===== src/rtl/button_conditioner_if.sv =====
`default_nettype none
// ============================================================================
// Module      : button_conditioner_if
// Description : Raw button/switch inputs and conditioned command outputs.
// Revision    : 1.0 - initial release
// ============================================================================
interface button_conditioner_if;
    logic btn_left;
    logic btn_right;
    logic btn_up;
    logic sw_stop;
    logic rpt_en;
    logic left;
    logic right;
    logic up;
    logic stop;

    modport master (
        output btn_left, btn_right, btn_up, sw_stop, rpt_en,
        input  left, right, up, stop
    );

    modport slave (
        input  btn_left, btn_right, btn_up, sw_stop, rpt_en,
        output left, right, up, stop
    );
endinterface
`default_nettype wire


===== src/rtl/button_conditioner.sv =====
`default_nettype none
// ============================================================================
// Module      : button_conditioner
// Description : Synchronise, debounce and pulse-encode push buttons, with
//               auto-repeat on up and a debounced run/enable switch.
// Revision    : 1.0 - initial release
// ============================================================================
module button_conditioner #(
    parameter int DEBOUNCE_CYCLES = 500000,
    parameter int REPEAT_DELAY    = 25000000,
    parameter int REPEAT_PERIOD   = 10000000
) (
    input  logic                   clk,
    input  logic                   reset,
    button_conditioner_if.slave    bus
);

    localparam int c_NUM_IN    = 4;
    localparam int c_IDX_LEFT  = 0;
    localparam int c_IDX_RIGHT = 1;
    localparam int c_IDX_UP    = 2;
    localparam int c_IDX_STOP  = 3;

    localparam int c_CNT_W  = $clog2(DEBOUNCE_CYCLES);
    localparam int c_HOLD_MAX = (REPEAT_DELAY > REPEAT_PERIOD) ? REPEAT_DELAY : REPEAT_PERIOD;
    localparam int c_HOLD_W = $clog2(c_HOLD_MAX);

    localparam logic [c_CNT_W-1:0]  c_DB_LAST     = c_CNT_W'(DEBOUNCE_CYCLES - 1);
    localparam logic [c_HOLD_W-1:0] c_DELAY_LAST  = c_HOLD_W'(REPEAT_DELAY - 1);
    localparam logic [c_HOLD_W-1:0] c_PERIOD_LAST = c_HOLD_W'(REPEAT_PERIOD - 1);

    typedef enum logic [0:0] {
        RPT_DELAY  = 1'b0,
        RPT_PERIOD = 1'b1
    } rpt_state_t;

    logic [c_NUM_IN-1:0] raw;
    logic [c_NUM_IN-1:0] stable_cur;
    logic [c_NUM_IN-1:0] stable_nxt;
    logic [c_NUM_IN-1:0] rise;

    assign raw = {bus.sw_stop, bus.btn_up, bus.btn_right, bus.btn_left};

    generate
        for (genvar gi = 0; gi < c_NUM_IN; gi++) begin : g_input
            logic               s1_q, s1_d;
            logic               s2_q, s2_d;
            logic               stable_q, stable_d;
            logic [c_CNT_W-1:0] cnt_q, cnt_d;

            always_comb begin
                s1_d     = raw[gi];
                s2_d     = s1_q;
                stable_d = stable_q;
                cnt_d    = '0;
                // Accept the new level only after DEBOUNCE_CYCLES consecutive mismatches.
                if (s2_q != stable_q) begin
                    if (cnt_q == c_DB_LAST) begin
                        stable_d = s2_q;
                    end else begin
                        cnt_d = cnt_q + 1'b1;
                    end
                end
            end

            always_ff @(posedge clk) begin
                if (reset) begin
                    s1_q     <= 1'b0;
                    s2_q     <= 1'b0;
                    stable_q <= 1'b0;
                    cnt_q    <= '0;
                end else begin
                    s1_q     <= s1_d;
                    s2_q     <= s2_d;
                    stable_q <= stable_d;
                    cnt_q    <= cnt_d;
                end
            end

            assign stable_cur[gi] = stable_q;
            assign stable_nxt[gi] = stable_d;
        end
    endgenerate

    rpt_state_t          rpt_state_q, rpt_state_d;
    logic [c_HOLD_W-1:0] hold_q, hold_d;
    logic                rpt_fire;
    logic                run;
    logic                left_q, left_d;
    logic                right_q, right_d;
    logic                up_q, up_d;
    logic                stop_q, stop_d;

    always_comb begin
        rise        = stable_nxt & ~stable_cur;
        run         = stable_nxt[c_IDX_STOP];
        hold_d      = hold_q;
        rpt_state_d = rpt_state_q;
        rpt_fire    = 1'b0;

        // Hold timing runs regardless of stop; only the emitted pulses are gated.
        if (rise[c_IDX_UP]) begin
            hold_d      = '0;
            rpt_state_d = RPT_DELAY;
        end else if (stable_nxt[c_IDX_UP] && bus.rpt_en) begin
            if ((rpt_state_q == RPT_DELAY  && hold_q == c_DELAY_LAST) ||
                (rpt_state_q == RPT_PERIOD && hold_q == c_PERIOD_LAST)) begin
                rpt_fire    = 1'b1;
                hold_d      = '0;
                rpt_state_d = RPT_PERIOD;
            end else begin
                hold_d = hold_q + 1'b1;
            end
        end else begin
            hold_d      = '0;
            rpt_state_d = RPT_DELAY;
        end

        left_d  = run & rise[c_IDX_LEFT]  & ~rise[c_IDX_RIGHT];
        right_d = run & rise[c_IDX_RIGHT] & ~rise[c_IDX_LEFT];
        up_d    = run & (rise[c_IDX_UP] | rpt_fire);
        stop_d  = stable_nxt[c_IDX_STOP];
    end

    always_ff @(posedge clk) begin
        if (reset) begin
            rpt_state_q <= RPT_DELAY;
            hold_q      <= '0;
            left_q      <= 1'b0;
            right_q     <= 1'b0;
            up_q        <= 1'b0;
            stop_q      <= 1'b0;
        end else begin
            rpt_state_q <= rpt_state_d;
            hold_q      <= hold_d;
            left_q      <= left_d;
            right_q     <= right_d;
            up_q        <= up_d;
            stop_q      <= stop_d;
        end
    end

    assign bus.left  = left_q;
    assign bus.right = right_q;
    assign bus.up    = up_q;
    assign bus.stop  = stop_q;

endmodule
`default_nettype wire


===== src/flat_wrapper.sv =====
// flat-port wrapper written by rule: the top's interface ports become plain ports
module button_conditioner_flat 
#(
    parameter int DEBOUNCE_CYCLES = 500000,
    parameter int REPEAT_DELAY    = 25000000,
    parameter int REPEAT_PERIOD   = 10000000
)
  (clk, reset, bus_btn_left, bus_btn_right, bus_btn_up, bus_sw_stop, bus_rpt_en, bus_left, bus_right, bus_up, bus_stop);
  button_conditioner_if bus_i ();
  input  logic clk;
  input  logic reset;
  input wire logic [$bits(bus_i.btn_left)-1:0] bus_btn_left;
  input wire logic [$bits(bus_i.btn_right)-1:0] bus_btn_right;
  input wire logic [$bits(bus_i.btn_up)-1:0] bus_btn_up;
  input wire logic [$bits(bus_i.sw_stop)-1:0] bus_sw_stop;
  input wire logic [$bits(bus_i.rpt_en)-1:0] bus_rpt_en;
  output wire logic [$bits(bus_i.left)-1:0] bus_left;
  output wire logic [$bits(bus_i.right)-1:0] bus_right;
  output wire logic [$bits(bus_i.up)-1:0] bus_up;
  output wire logic [$bits(bus_i.stop)-1:0] bus_stop;
  assign bus_i.btn_left = bus_btn_left;
  assign bus_i.btn_right = bus_btn_right;
  assign bus_i.btn_up = bus_btn_up;
  assign bus_i.sw_stop = bus_sw_stop;
  assign bus_i.rpt_en = bus_rpt_en;
  assign bus_left = bus_i.left;
  assign bus_right = bus_i.right;
  assign bus_up = bus_i.up;
  assign bus_stop = bus_i.stop;
  button_conditioner #(.DEBOUNCE_CYCLES(DEBOUNCE_CYCLES), .REPEAT_DELAY(REPEAT_DELAY), .REPEAT_PERIOD(REPEAT_PERIOD)) u_core (.clk(clk), .reset(reset), .bus(bus_i));
endmodule

===== config.mk =====
export PLATFORM = sky130hd
export DESIGN_NAME = button_conditioner_flat
export DESIGN_NICKNAME = d
export VERILOG_FILES = /design/src/rtl/button_conditioner_if.sv /design/src/rtl/button_conditioner.sv /design/src/flat_wrapper.sv
export SDC_FILE = /design/constraint.sdc
export NUM_CORES = 1
export LEC_CHECK = 0
export ABC_AREA = 1
export BUFFER_PORTS_ARGS = -buffer_cell sky130_fd_sc_hd__buf_2
export CAP_MARGIN = 20
export CELL_PAD_IN_SITES_DETAIL_PLACEMENT = 2
export CELL_PAD_IN_SITES_GLOBAL_PLACEMENT = 2
export CORE_MARGIN = 1.5
export CORE_UTILIZATION = 40
export CTS_BUF_LIST = sky130_fd_sc_hd__clkbuf_4
export DETAILED_ROUTE_END_ITERATION = 6
export PLACE_DENSITY_LB_ADDON = 0.1
export SLEW_MARGIN = 20
export SYNTH_ARGS = -nofsm -noshare
export SYNTH_HDL_FRONTEND = slang
export SYNTH_SLANG_ARGS = --single-unit

===== constraint.sdc =====
create_clock -name clk -period 2.99 [get_ports clk]
set_input_delay 0.7475 -clock clk [delete_from_list [all_inputs] [get_ports clk]]
set_output_delay 0.7475 -clock clk [all_outputs]
set_load 0.1 [all_outputs]

# Yosys cells after proc, flatten, opt, wreduce, memory -nomap -nowiden
# Cells that the tools add are included.
classes:
  add_sub_neg: 5
  reduce_logical: 10
  bitwise_logic: 16
  n_eq_ne: 10
  mux: 11
op_table:
  columns: ["cell", "count"]
  rows:
  - ["$add A19 B1 Y19 const B", 4]
  - ["$eq A19 B19 Y1 const B", 4]
  - ["$add A25 B1 Y25 const B", 1]
  - ["$eq A25 B24 Y1 const B", 1]
  - ["$eq A25 B25 Y1 const B", 1]
  - ["$reduce_or A3 Y1", 5]
  - ["$mux W1", 11]
  - ["$not A1 Y1", 8]
  - ["$and A1 B1 Y1", 5]
  - ["$ne A1 B1 Y1", 4]
  - ["$reduce_or A4 Y1", 1]
  - ["$and A3 B3 Y3", 1]
  - ["$logic_and A1 B1 Y1", 3]
  - ["$not A3 Y3", 1]
  - ["$logic_or A1 B1 Y1", 1]
  - ["$or A1 B1 Y1", 1]
word_totals:
  ff_bits: 117
  wordCells: 73
  inputBits: 7
  output_inout_bits: 4

# Longest topological paths before layout
# Gate-level depths: netlist of run 1.
depth:
  depth_word: 8
  depth_mapped: 10
  ltp_nobuf: 10

# Worst setup path before layout of run 1
# OpenSTA, ideal clock, no wires.
synth_timing:
  kind: "reg2reg"
  start: "register u_core.g_input[3].stable_q"
  end: "register u_core.g_input[3].cnt_q[7]"
  t_arrival_ns: 1.725
  path_stages_with_launch: 6
  synth_period_minus_slack_ns: 1.803
  required_time_ns: 2.912
  n_path_buf: 1
  setup_slack_ns: 1.187
  setup_time_ns: 0.078
  cell_sequence: "dfxtp_1 > o21ai_0 > a21oi_1 > nand2_1 > buf_2 > nor3_1"
synth_between:
  elab_chain_len: 3
synth_lines:
  columns: ["item", "line_no", "text"]
  rows:
  - ["start, declared", "button_conditioner.sv:48", "logic stable_q, stable_d;"]
  - ["start signal, assigned", "button_conditioner.sv:75", "stable_q <= stable_d;"]
  - ["$ne A1 B1 Y1", "button_conditioner.sv:57", "if (s2_q != stable_q) begin"]
  - ["$not A1 Y1 (no line)", null, null]
  - ["$reduce_or A3 Y1 (no line)", null, null]
  - ["end signal, assigned", "button_conditioner.sv:76", "cnt_q <= cnt_d;"]
  - ["end, declared", "button_conditioner.sv:49", "logic [c_CNT_W-1:0] cnt_q, cnt_d;"]
# Every way passes these cells.
# A chain may end at the register's enable or synchronous reset.

==> results of run 1 <==
-- how the worst min path moves through the flow --
stage | end | from | depth (start not counted) | slack, ns
after detailed placement | u_core.g_input[0].s2_q | u_core.g_input[0].s1_q | 2 | 0.42
after global routing | u_core.g_input[0].s1_q | bus_btn_left | 3 | 0.35
after floorplan | u_core.g_input[0].s2_q | u_core.g_input[0].s1_q | 2 | 0.39
after global placement | u_core.g_input[1].s2_q | u_core.g_input[1].s1_q | 2 | 0.40
after CTS | u_core.g_input[0].s1_q | bus_btn_left | 3 | 0.36
final | u_core.g_input[0].s1_q | bus_btn_left | 3 | 0.40
-- layer usage --
layer	share of wire	wire length [um]
met1	0.45	7570
met2	0.52	8700
met3	0.017	288
met4	0.0070	117
met5	0	0
-- power by group --
part	internal [mW]	leakage (nW)	switching, mW
registers	1.56	0.944	0.00436
clock network	0.676	0.158	0.626
logic	0.00922	1.01	0.0217
total	2.25	2.11	0.652
-- worst register-to-register path, delay by kind of cell, from the launching register on --
family	cells	cell delay, ns
and+or+nand+nor	4	0.94
DFF	1	0.38
adders and majority gates	1	0.28
AOI/OAI and AO/OA	2	0.21
buffers and inverters	1	0.17
-- metrics by stage --
step	std cells	worst slack (ns)	total power [mW]	area [um2]	utilization
floorplan	837	1.19	1.62	5850	-
global placement	1022	0.767	1.63	6070	0.421
detailed placement	1022	0.599	1.64	6070	0.421
CTS	1053	0.810	2.94	6370	0.442
global route	1053	0.729	3.02	6370	0.442
finish	1054	0.844	2.90	6380	0.442
-- cells by family (layout without fill, tap and decap cells) --
kind of cell               after synthesis  after routing
AOI/OAI and AO/OA                       61             61
xor gates and xnor gates                41             41
adders and majority gates                5              5
buffers and inverters                  126            158
DFF                                    117            117
other                                    0              1
and+or+nand+nor                        487            487
-- synth_stat cells (all sizes together) --
master and n:
nand3 49, nor3 47, dfxtp 117, ha 5
or2 5, xnor2 14, o21a 5, and2 1
nor2 168, nand3b 4, o21bai 2, nand4 23
xor2 27, a211oi 2, buf 9, nor4 2
o21ai 14, nor3b 6, inv 116, nand2 182
clkbuf 1, a21oi 38
-- sequential cells by signal (all words and copies together) (netlist names) --
register	count
u_core.rpt_state_q	1
u_core.g_input.stable_q	4
u_core.bus.left	1
u_core.hold_q	25
u_core.bus.up	1
u_core.bus.right	1
u_core.g_input.s1_q	4
u_core.g_input.s2_q	4
u_core.g_input.cnt_q	76
-- final cells by class --
class / count / area, um2
flip-flops and latches: 117 / 2340
diodes: 1 / 2.50
inverters: 116 / 435
well taps: 184 / 230
repair buffers: 11 / 57.6
fillers: 1742 / 8050
multi-input cells: 594 / 3000
clock inverters: 11 / 159
clock buffers: 20 / 150
==> metrics.csv, run 1 <==
metric,value,unit
layout_common_cells,"nand2_1, nor2_1, dfxtp_1, inv_1, nand3_1",
syn_area,5850,um2
ys_warn_count,0,
fin_nets,869,
grt_util_met3,0.0536,
grt-ovfl-total,0,
status,finished clean,
grt_pass1_wl,28100,um
synth_top_family_by_area,simple AND/OR/NAND/NOR gates,
synth_compound_area_frac,0.0560,
crit_chain,buf_2,
routed_via_density,5.06,
clock-root-buffer,clkbuf_4,
synth-simple-area-share,0.384,
cts_sinks,117,
wl_per_cell,15.8,um
critPathLaunch,u_core.g_input[3].stable_q,
grtUsageMet2,0.434,
drc,0,
ant_nets,0,
rsz0062_at_grt,false,
hold_violations,0,
cp_max_fo,4,
synthTopCellsByArea,"dfxtp_1, nand2_1, nor2_1",
grt_max_degree,27,
cts_resized,0,
post_cts_buffers,0,
drtIter0Drc,178,
hpwlAfterDp,12300,um
syn-instance-count,837,
antenna_found_initial,0,
hp-class,input pin to flop,
cp_top_family,buffers and inverters,
end_kind,output port,
r2r_end,u_core.g_input[1].cnt_q[12],
finalCritPeriodShare,0.718,
ys_seq_elements,117,
rrSetupSlack,0.91,ns
gp_congestion,0.813,
relSlewSlack,0.488,
htreeDepth,4,
ys_seq_area_frac,0.400,
final-setup-viol-count,0,
io_buffers,10,
die-width,124,um
critical_path_depth,1,
holdWs,0.403,ns
final_common_cell,nand2_1,
maxSlewViolCount,0,
timing.setup.tns,0,ns
endpoint,bus_stop,
cp_slowest_cell,buf_2,
drv_cap,0,
ios,11,
crit_type,flop to output port,
drive_gt1_frac,0.0967,
finalCriticalPeriod,2.15,ns
vias,5335,
synth-adder-area-share,0.0107,
hold_buffers,0,
cpPeakStageDelay,0.46,ns
yosysTopAreaCell,dfxtp_1,
muxShareOfSynthArea,0,
top_usage_layer,met2,
fmax,466,MHz
die-area,15400,um2
numCtsBuffers,17,
initial_utilization,0.406,
core_area,14400,um2
clock_path_buffers,2,
grt_usage,0.236,
p_per_area,455,nW/um2
fp.dieH,124,um
timing.rr.start,u_core.g_input[1].cnt_q[0],
rows,44,
syn_area_per_cell,6.99,um2
rr_worst_depth,8,
leakage,2.11,nW
syn-num-nets,849,
synth-xor-area-share,0.0613,
syn2layout_area_growth,8.93,%
synth_top_cell_area_share,0.400,
crit_required,2.24,ns
start_kind,flop,
final.setup_skew,0.0225,ns
grt_pass1_vias,5800,
insertion_delay,0.55,ns
use_met1,0.277,
worst_pin_slew,0.765,ns
worst-path-buf-inv,1,
routed_wl,16700,um
cts_tree,done,
irDropWorstVdd,223,uV
synth_cell_types,33,
cp.arrival,1.40,ns
dr.pass1.iters,4,
clkTransAtPathRegs,0.11,ns
Power figures use the tool's default switching activity.
==> inputs of run 2 (changes only) <==
--- a/config.mk
+++ b/config.mk
@@ -5,13 +5,13 @@
 export SDC_FILE = /design/constraint.sdc
 export NUM_CORES = 1
 export LEC_CHECK = 0
-export ABC_AREA = 1
+export ABC_AREA = 0
 export BUFFER_PORTS_ARGS = -buffer_cell sky130_fd_sc_hd__buf_2
 export CAP_MARGIN = 20
 export CELL_PAD_IN_SITES_DETAIL_PLACEMENT = 2
 export CELL_PAD_IN_SITES_GLOBAL_PLACEMENT = 2
 export CORE_MARGIN = 1.5
-export CORE_UTILIZATION = 40
+export CORE_UTILIZATION = 37
 export CTS_BUF_LIST = sky130_fd_sc_hd__clkbuf_4
 export DETAILED_ROUTE_END_ITERATION = 6
 export PLACE_DENSITY_LB_ADDON = 0.1
==> constraint.sdc (replaced) <==
create_clock -name clk -period 1.7 [get_ports clk]
set_input_delay 0.425 -clock clk [delete_from_list [all_inputs] [get_ports clk]]
set_output_delay 0.425 -clock clk [all_outputs]
set_load 0.1 [all_outputs]
==> run 2 against run 1 <==
The run now ends with negative setup slack left. Critical endpoint is now u_core.hold_q[19]. Critical path depth is 5 higher. Sequential share of layout area is 1.7 points lower. Largest cell class unchanged. Synthesized cell count is 32% lower. Core utilization is 6.5 points higher. Final cell count is 18% lower. Final area is 5.7% higher. Sequential power is 76% higher. Synthesized area is 14% lower. Non-clock buffer count is 88 higher. Combinational power grew to 2.7 times the previous value. First-iteration DRC count is 31% higher. Clock-buffer cell count is 2 lower.
==> metrics.csv, run 2 <==
metric,value,unit,change
irDropWorstVdd,733,uV,was 223 uV
critical_path_depth,6,,was 1
drive_gt1_frac,0.298,,was 0.0967
end_kind,flop,,was output port
insertion_delay,0.56,ns,was 0.55 ns
synth_top_cell_area_share,0.464,,was 0.400
synth_cell_types,40,,was 33
status,finished with violations,,was finished clean
ys_seq_elements,117,,unchanged
multi_input_area,2910,um2,was 3000 um2
ys_warn_count,0,,unchanged
drc,0,,unchanged
layout_common_cells,"nor2_1, dfxtp_1, buf_4, xnor2_1, xor2_1",,"was nand2_1, nor2_1, dfxtp_1, inv_1, nand3_1"
relSlewSlack,0.699,,was 0.488
cp_max_fo,15,,was 4
cts_sinks,117,,unchanged
initial_utilization,0.380,,was 0.406
grt_pass1_vias,4920,,"was 5,800"
rows,42,,was 44
fmax,502,MHz,
rsz0062_at_grt,true,,was false
finalCriticalPeriod,1.99,ns,
largest_register,u_core.g_input.cnt_q,,unchanged
timing.setup.tns,-8.33,ns,was 0 ns
grt_max_degree,20,,was 27
clock-root-buffer,clkbuf_4,,unchanged
routed_wl,18300,um,"was 16,700 um"
synth_top_cells_by_count,"nor2_1, dfxtp_1, xnor2_1, xor2_1, nand3_1",,"was nand2_1, nor2_1, dfxtp_1, inv_1, nand3_1"
cpPeakStageDelay,0.54,ns,was 0.46 ns
syn_area_per_cell,8.82,um2,was 6.99 um2
syn_area,5050,um2,was 5850 um2
vias,4544,,"was 5,335"
dr.pass1.iters,4,,unchanged
final.setup_skew,0.0260,ns,was 0.0225 ns
rr_worst_depth,6,,was 8
yosysMostFrequentCell,nor2_1,,was nand2_1
synthArstFlopShare,0,,unchanged
cp_top_family,simple AND/OR/NAND/NOR gates,,was buffers and inverters
routed_via_density,5.27,,was 5.06
synth_ff_type,dfxtp_1,,unchanged
wl_per_cell,21.2,um,was 15.8 um
ys_seq_area_frac,0.464,,was 0.400
drtIter0Drc,233,,was 178
die-area,14400,um2,"was 15,400 um2"
hpwlAfterDp,9880,um,"was 12,300 um"
num_antenna_cells,0,,was 1
largest_reg_flops,76,,unchanged
grt-ovfl-total,0,,unchanged
start_kind,flop,,unchanged
antenna_found_initial,0,,unchanged
fp.dieH,120,um,was 124 um
crit_type,flop to flop,,was flop to output port
finalCritPeriodShare,1.17,,
crit_chain,"nand4b_1, or4b_1, o32a_1, o211ai_4, buf_12, nor2_1",,was buf_2
syn-num-nets,585,,was 849
ant_nets,0,,unchanged
fin_nets,686,,was 869
ff_latch_area,2360,um2,was 2340 um2
grt_pass1_wl,24200,um,"was 28,100 um"
cts_tree,done,,unchanged
syn-instance-count,573,,was 837
hold_depth,2,,was 3
hold_buffers,0,,unchanged
crit_required,2.13,ns,was 2.24 ns
final-setup-viol-count,46,,was 0
worst_pin_slew,0.446,ns,was 0.765 ns
finalWorstSetupSlack,-0.290,ns,was 0.844 ns
die-width,120,um,was 124 um
hp-class,input pin to flop,,unchanged
clock_path_buffers,2,,unchanged
worst-path-buf-inv,1,,unchanged
violations,negative setup slack,,
leakage,2.31,nW,was 2.11 nW
cp_slowest_cell,or4b_1,,was buf_2
fillers,1388,,"was 1,742"
io_buffers,10,,unchanged
gp_congestion,0.781,,was 0.813
drv_cap,0,,unchanged
maxSlewViolCount,0,,unchanged
cp.arrival,2.42,ns,was 1.40 ns
numCtsBuffers,17,,unchanged
syn2layout_area_growth,33.4,%,was 8.93%
hold_violations,0,,unchanged
synth_edf_count,0,,unchanged
htreeDepth,4,,unchanged
ios,11,,unchanged
p_per_area,769,nW/um2,was 455 nW/um2
grt_usage,0.214,,was 0.236
synthTopCellsByArea,"dfxtp_1, nor2_1, xnor2_1",,"was dfxtp_1, nand2_1, nor2_1"
core_area,13300,um2,"was 14,400 um2"
yosysTopAreaCell,dfxtp_1,,unchanged
largest_registers,"u_core.g_input.cnt_q (76), u_core.hold_q (25)",,unchanged
pre_cts_ws,-0.161,ns,was 0.599 ns
clkTransAtPathRegs,0.11,ns,about the same
[run 2: layout make-up]
cell class,instances,share of cell area
well taps,176,0.0327
clock buffers,18,0.0201
multi-input cells,425,0.432
repair buffers,99,0.130
flip-flops and latches,117,0.350
inverters,14,0.00780
clock inverters,14,0.0275
[run 2: final timing paths]
kind / startpoint / end / slack (ns)
worst min-delay path: bus_btn_left / u_core.g_input[0].s1_q / 0.09
worst max register to register: u_core.hold_q[18] / u_core.hold_q[19] / -0.29
worst min register to register: u_core.g_input[0].s1_q / u_core.g_input[0].s2_q / 0.47
worst max-delay path: u_core.hold_q[18] / u_core.hold_q[19] / -0.29
[run 2: repair_timing]
action | CTS | global route
cloned | 0 | 3
pin swaps | 7 | 24
endpoints found under the setup margin | 50 | 91
buffers inserted | 3 | 5
gates resized for setup | 21 | 78
[run 2: routing by layer]
layer	share of wire	wire length (um)	up-vias	GRT usage
met4	0.021	382	0	0.0662
li1	-	-	2139	-
met5	0	0	-	0
met2	0.54	9860	88	0.395
met3	0.035	634	34	0.0490
met1	0.40	7400	2283	0.244
[run 2: per-stage QoR]
step	utilization	cells	power, mW	hold slack, ns	cell area [um2]
4_1_cts	0.476	856	5.17	0.0503	6320
5_1_grt	0.507	863	5.38	0.0422	6740
6_report	0.507	863	5.18	0.0881	6740
3_3_place_gp	0.445	822	2.88	0.423	5920
3_5_place_dp	0.445	822	2.89	0.459	5920
2_1_floorplan	-	573	2.85	0.414	5070
[run 2: cells by family (layout without fill, tap and decap cells)]
family | count (synthesis) | after routing | synth area share
AND/OR/NAND/NOR | 316 | 316 | 0.315
adder cells (fa/ha/maj) | 5 | 5 | 0.0124
XOR/XNOR | 94 | 94 | 0.163
buffers and inverters | 31 | 145 | 0.0290
multiplexers | 4 | 4 | 0.00793
flip-flops | 117 | 117 | 0.464
AO/OA/AOI/OAI | 6 | 6 | 0.00966
[run 2: report_power, final]
group	leakage [nW]	switching, mW	total [mW]	internal [mW]
clock	0.169	1.17	2.34	1.17
combinational	1.19	0.0461	0.0826	0.0365
sequential	0.952	0.00912	2.76	2.75
total	2.31	1.22	5.18	3.96
==> inputs of run 3 (changes only) <==
--- a/config.mk
+++ b/config.mk
@@ -14,7 +14,9 @@
 export CORE_UTILIZATION = 37
 export CTS_BUF_LIST = sky130_fd_sc_hd__clkbuf_4
 export DETAILED_ROUTE_END_ITERATION = 6
+export GPL_ROUTABILITY_DRIVEN = 0
 export PLACE_DENSITY_LB_ADDON = 0.1
+export REMOVE_ABC_BUFFERS = 1
 export SLEW_MARGIN = 20
 export SYNTH_ARGS = -nofsm -noshare
 export SYNTH_HDL_FRONTEND = slang
==> run 3 against run 2 <==
Critical path depth up 1. Die area unchanged. Critical endpoint is now u_core.hold_q[22]. Setup slack better by 0.070 ns. The run still ends with negative setup slack left. Sequential power about the same.
==> metrics.csv, run 3 (synthesis results as in run 2) <==
metric,value,unit,change
status,finished with violations,,unchanged
violations,negative setup slack,,unchanged
drtIter0Drc,116,,was 233
stdcell_area,6440,um2,was 6740 um2
numCtsBuffers,17,,unchanged
hp-class,input pin to flop,,unchanged
rsz0062_at_grt,true,,unchanged
holdPathEnd,u_core.g_input[1].s1_q,,was u_core.g_input[0].s1_q
maxSlewViolCount,0,,unchanged
highest_layer,met4,,unchanged
timing.rr.start,u_core.hold_q[0],,was u_core.hold_q[18]
die-width,120,um,unchanged
grt_usage,0.209,,was 0.214
cts_sinks,117,,unchanged
rows,42,,unchanged
cts_tree,done,,unchanged
wl_per_cell,17.6,um,was 21.2 um
finalWorstSetupSlack,-0.220,ns,was -0.290 ns
hold_violations,0,,unchanged
cp_max_fo,5,,was 15
initial_utilization,0.380,,unchanged
final.setup_skew,0.0194,ns,was 0.0260 ns
fmax,521,MHz,was 502 MHz
clock-root-buffer,clkbuf_4,,unchanged
start_kind,flop,,unchanged
final_common_cell,nor2_1,,
end_kind,flop,,unchanged
largest_register,u_core.g_input.cnt_q,,unchanged
ant_nets,0,,unchanged
insertion_delay,0.57,ns,was 0.56 ns
leakage,2.16,nW,was 2.31 nW
worst_pin_slew,0.435,ns,was 0.446 ns
routed_wl,15000,um,"was 18,300 um"
relSlewSlack,0.706,,was 0.699
syn2layout_area_growth,27.4,%,was 33.4%
ios,11,,unchanged
drc,0,,unchanged
timing.setup.tns,-4.45,ns,was -8.33 ns
irDropWorstVdd,529,uV,was 733 uV
finalCriticalPeriod,1.92,ns,was 1.99 ns
rr_worst_depth,7,,was 6
post_dp_cell_area,5840,um2,was 5920 um2
grt_pass1_vias,4871,,"was 4,920"
largest_registers,"u_core.g_input.cnt_q (76), u_core.hold_q (25)",,unchanged
die-area,14400,um2,unchanged
wl_met3,380,um,was 634 um
grt_pass1_wl,23700,um,"was 24,200 um"
hold_buffers,0,,unchanged
r2r_end,u_core.hold_q[22],,was u_core.hold_q[19]
fp.dieH,120,um,unchanged
wl_met2,7830,um,was 9860 um
cp.arrival,2.39,ns,was 2.42 ns
clock_path_buffers,2,,unchanged
hpwlAfterDp,9860,um,was 9880 um
core_area,13300,um2,unchanged
vias,4354,,"was 4,544"
layout_common_cells,"nor2_1, dfxtp_1, buf_4, xnor2_1, xor2_1",,unchanged
drt-met1-wl,6500,um,was 7400 um
fin_nets,677,,was 686
crit_type,flop to flop,,unchanged
drive_gt1_frac,0.243,,was 0.298
p_per_area,811,nW/um2,was 769 nW/um2
largest_reg_flops,76,,unchanged
routed_via_density,5.10,,was 5.27
grt_max_degree,26,,was 20
rrSetupSlack,-0.22,ns,was -0.29 ns
grt-ovfl-total,0,,unchanged
utilization,0.484,,was 0.507
final-setup-viol-count,35,,was 46
drv_cap,0,,unchanged
hold_start,bus_btn_right,,was bus_btn_left
finalCritPeriodShare,1.13,,was 1.17
antenna_found_initial,1,,was 0
clkTransAtPathRegs,0.11,ns,about the same
io_buffers,10,,unchanged
hold_depth,2,,unchanged
pre_cts_ws,-0.156,ns,was -0.161 ns
htreeDepth,4,,unchanged
dr.pass1.iters,4,,unchanged
crit_required,2.17,ns,was 2.13 ns
[run 3: changes by cell type in the layout (fill, tap and decap cells not counted), moves of 5 or more]
cell	before	now
buf_4	80	74
dfxtp_1	102	107
dfxtp_2	15	10
nor2_1	102	127
nor2_2	11	1
nor2_4	15	0
[run 3: layout make-up]
class | count | area (um2)
Sequential cell | 117 | 2350
Tap cell | 176 | 220
Fill cell | 1444 | 6860
Clock buffer | 19 | 143
Antenna cell | 1 | 2.50
Clock inverter | 11 | 184
Inverter | 14 | 52.6
Multi-Input combinational cell | 425 | 2740
Timing Repair Buffer | 90 | 737
[run 3: layer usage]
metal	global-route usage	vias to the layer above
met2	0.381	50
met1	0.237	2152
met4	0.0707	0
li1	-	2122
met3	0.0513	30
met5	0	-
[run 3: how the worst max path moves through the flow]
stage                                      from           endpoint  slack [ns]  cells past startpoint
detailed placement  u_core.g_input[3].cnt_q[11]    u_core.bus.left       -0.16                      5
finish                         u_core.hold_q[0]  u_core.hold_q[22]       -0.22                      7
global route                   u_core.hold_q[0]  u_core.hold_q[22]       -0.36                      7
global placement              u_core.hold_q[18]  u_core.hold_q[24]       0.004                      6
floorplan            u_core.g_input[2].cnt_q[0]  u_core.hold_q[10]       -0.21                      6
CTS                           u_core.hold_q[18]  u_core.hold_q[15]       -0.13                      6
[run 3: stage by stage]
stage	hold WS, ns	total power [mW]	instances
final	0.0757	5.22	853
after CTS	0.0413	5.27	850
after global routing	0.0427	5.45	853
after detailed placement	0.438	2.89	817
after global placement	0.429	2.88	817
after floorplan	0.414	2.84	556
[run 3: worst max-delay path: stages (launching register included)]
cell	delay [ns]
dfxtp_1	0.36
ha_1	0.19
and4_1	0.28
buf_4	0.15
nand4_1	0.27
nor3_1	0.35
xnor2_1	0.17
nor2_1	0.06
[run 3: power breakdown]
group | internal, mW | total, mW | switching [mW]
Sequential | 2.75 | 2.76 | 0.00822
Clock | 1.32 | 2.39 | 1.08
Combinational | 0.0303 | 0.0673 | 0.0370
[run 3: what timing repair did]
action	CTS	global route
pin swaps	5	4
setup endpoints to repair	57	71
resized for setup	34	20
buffers inserted	3	2
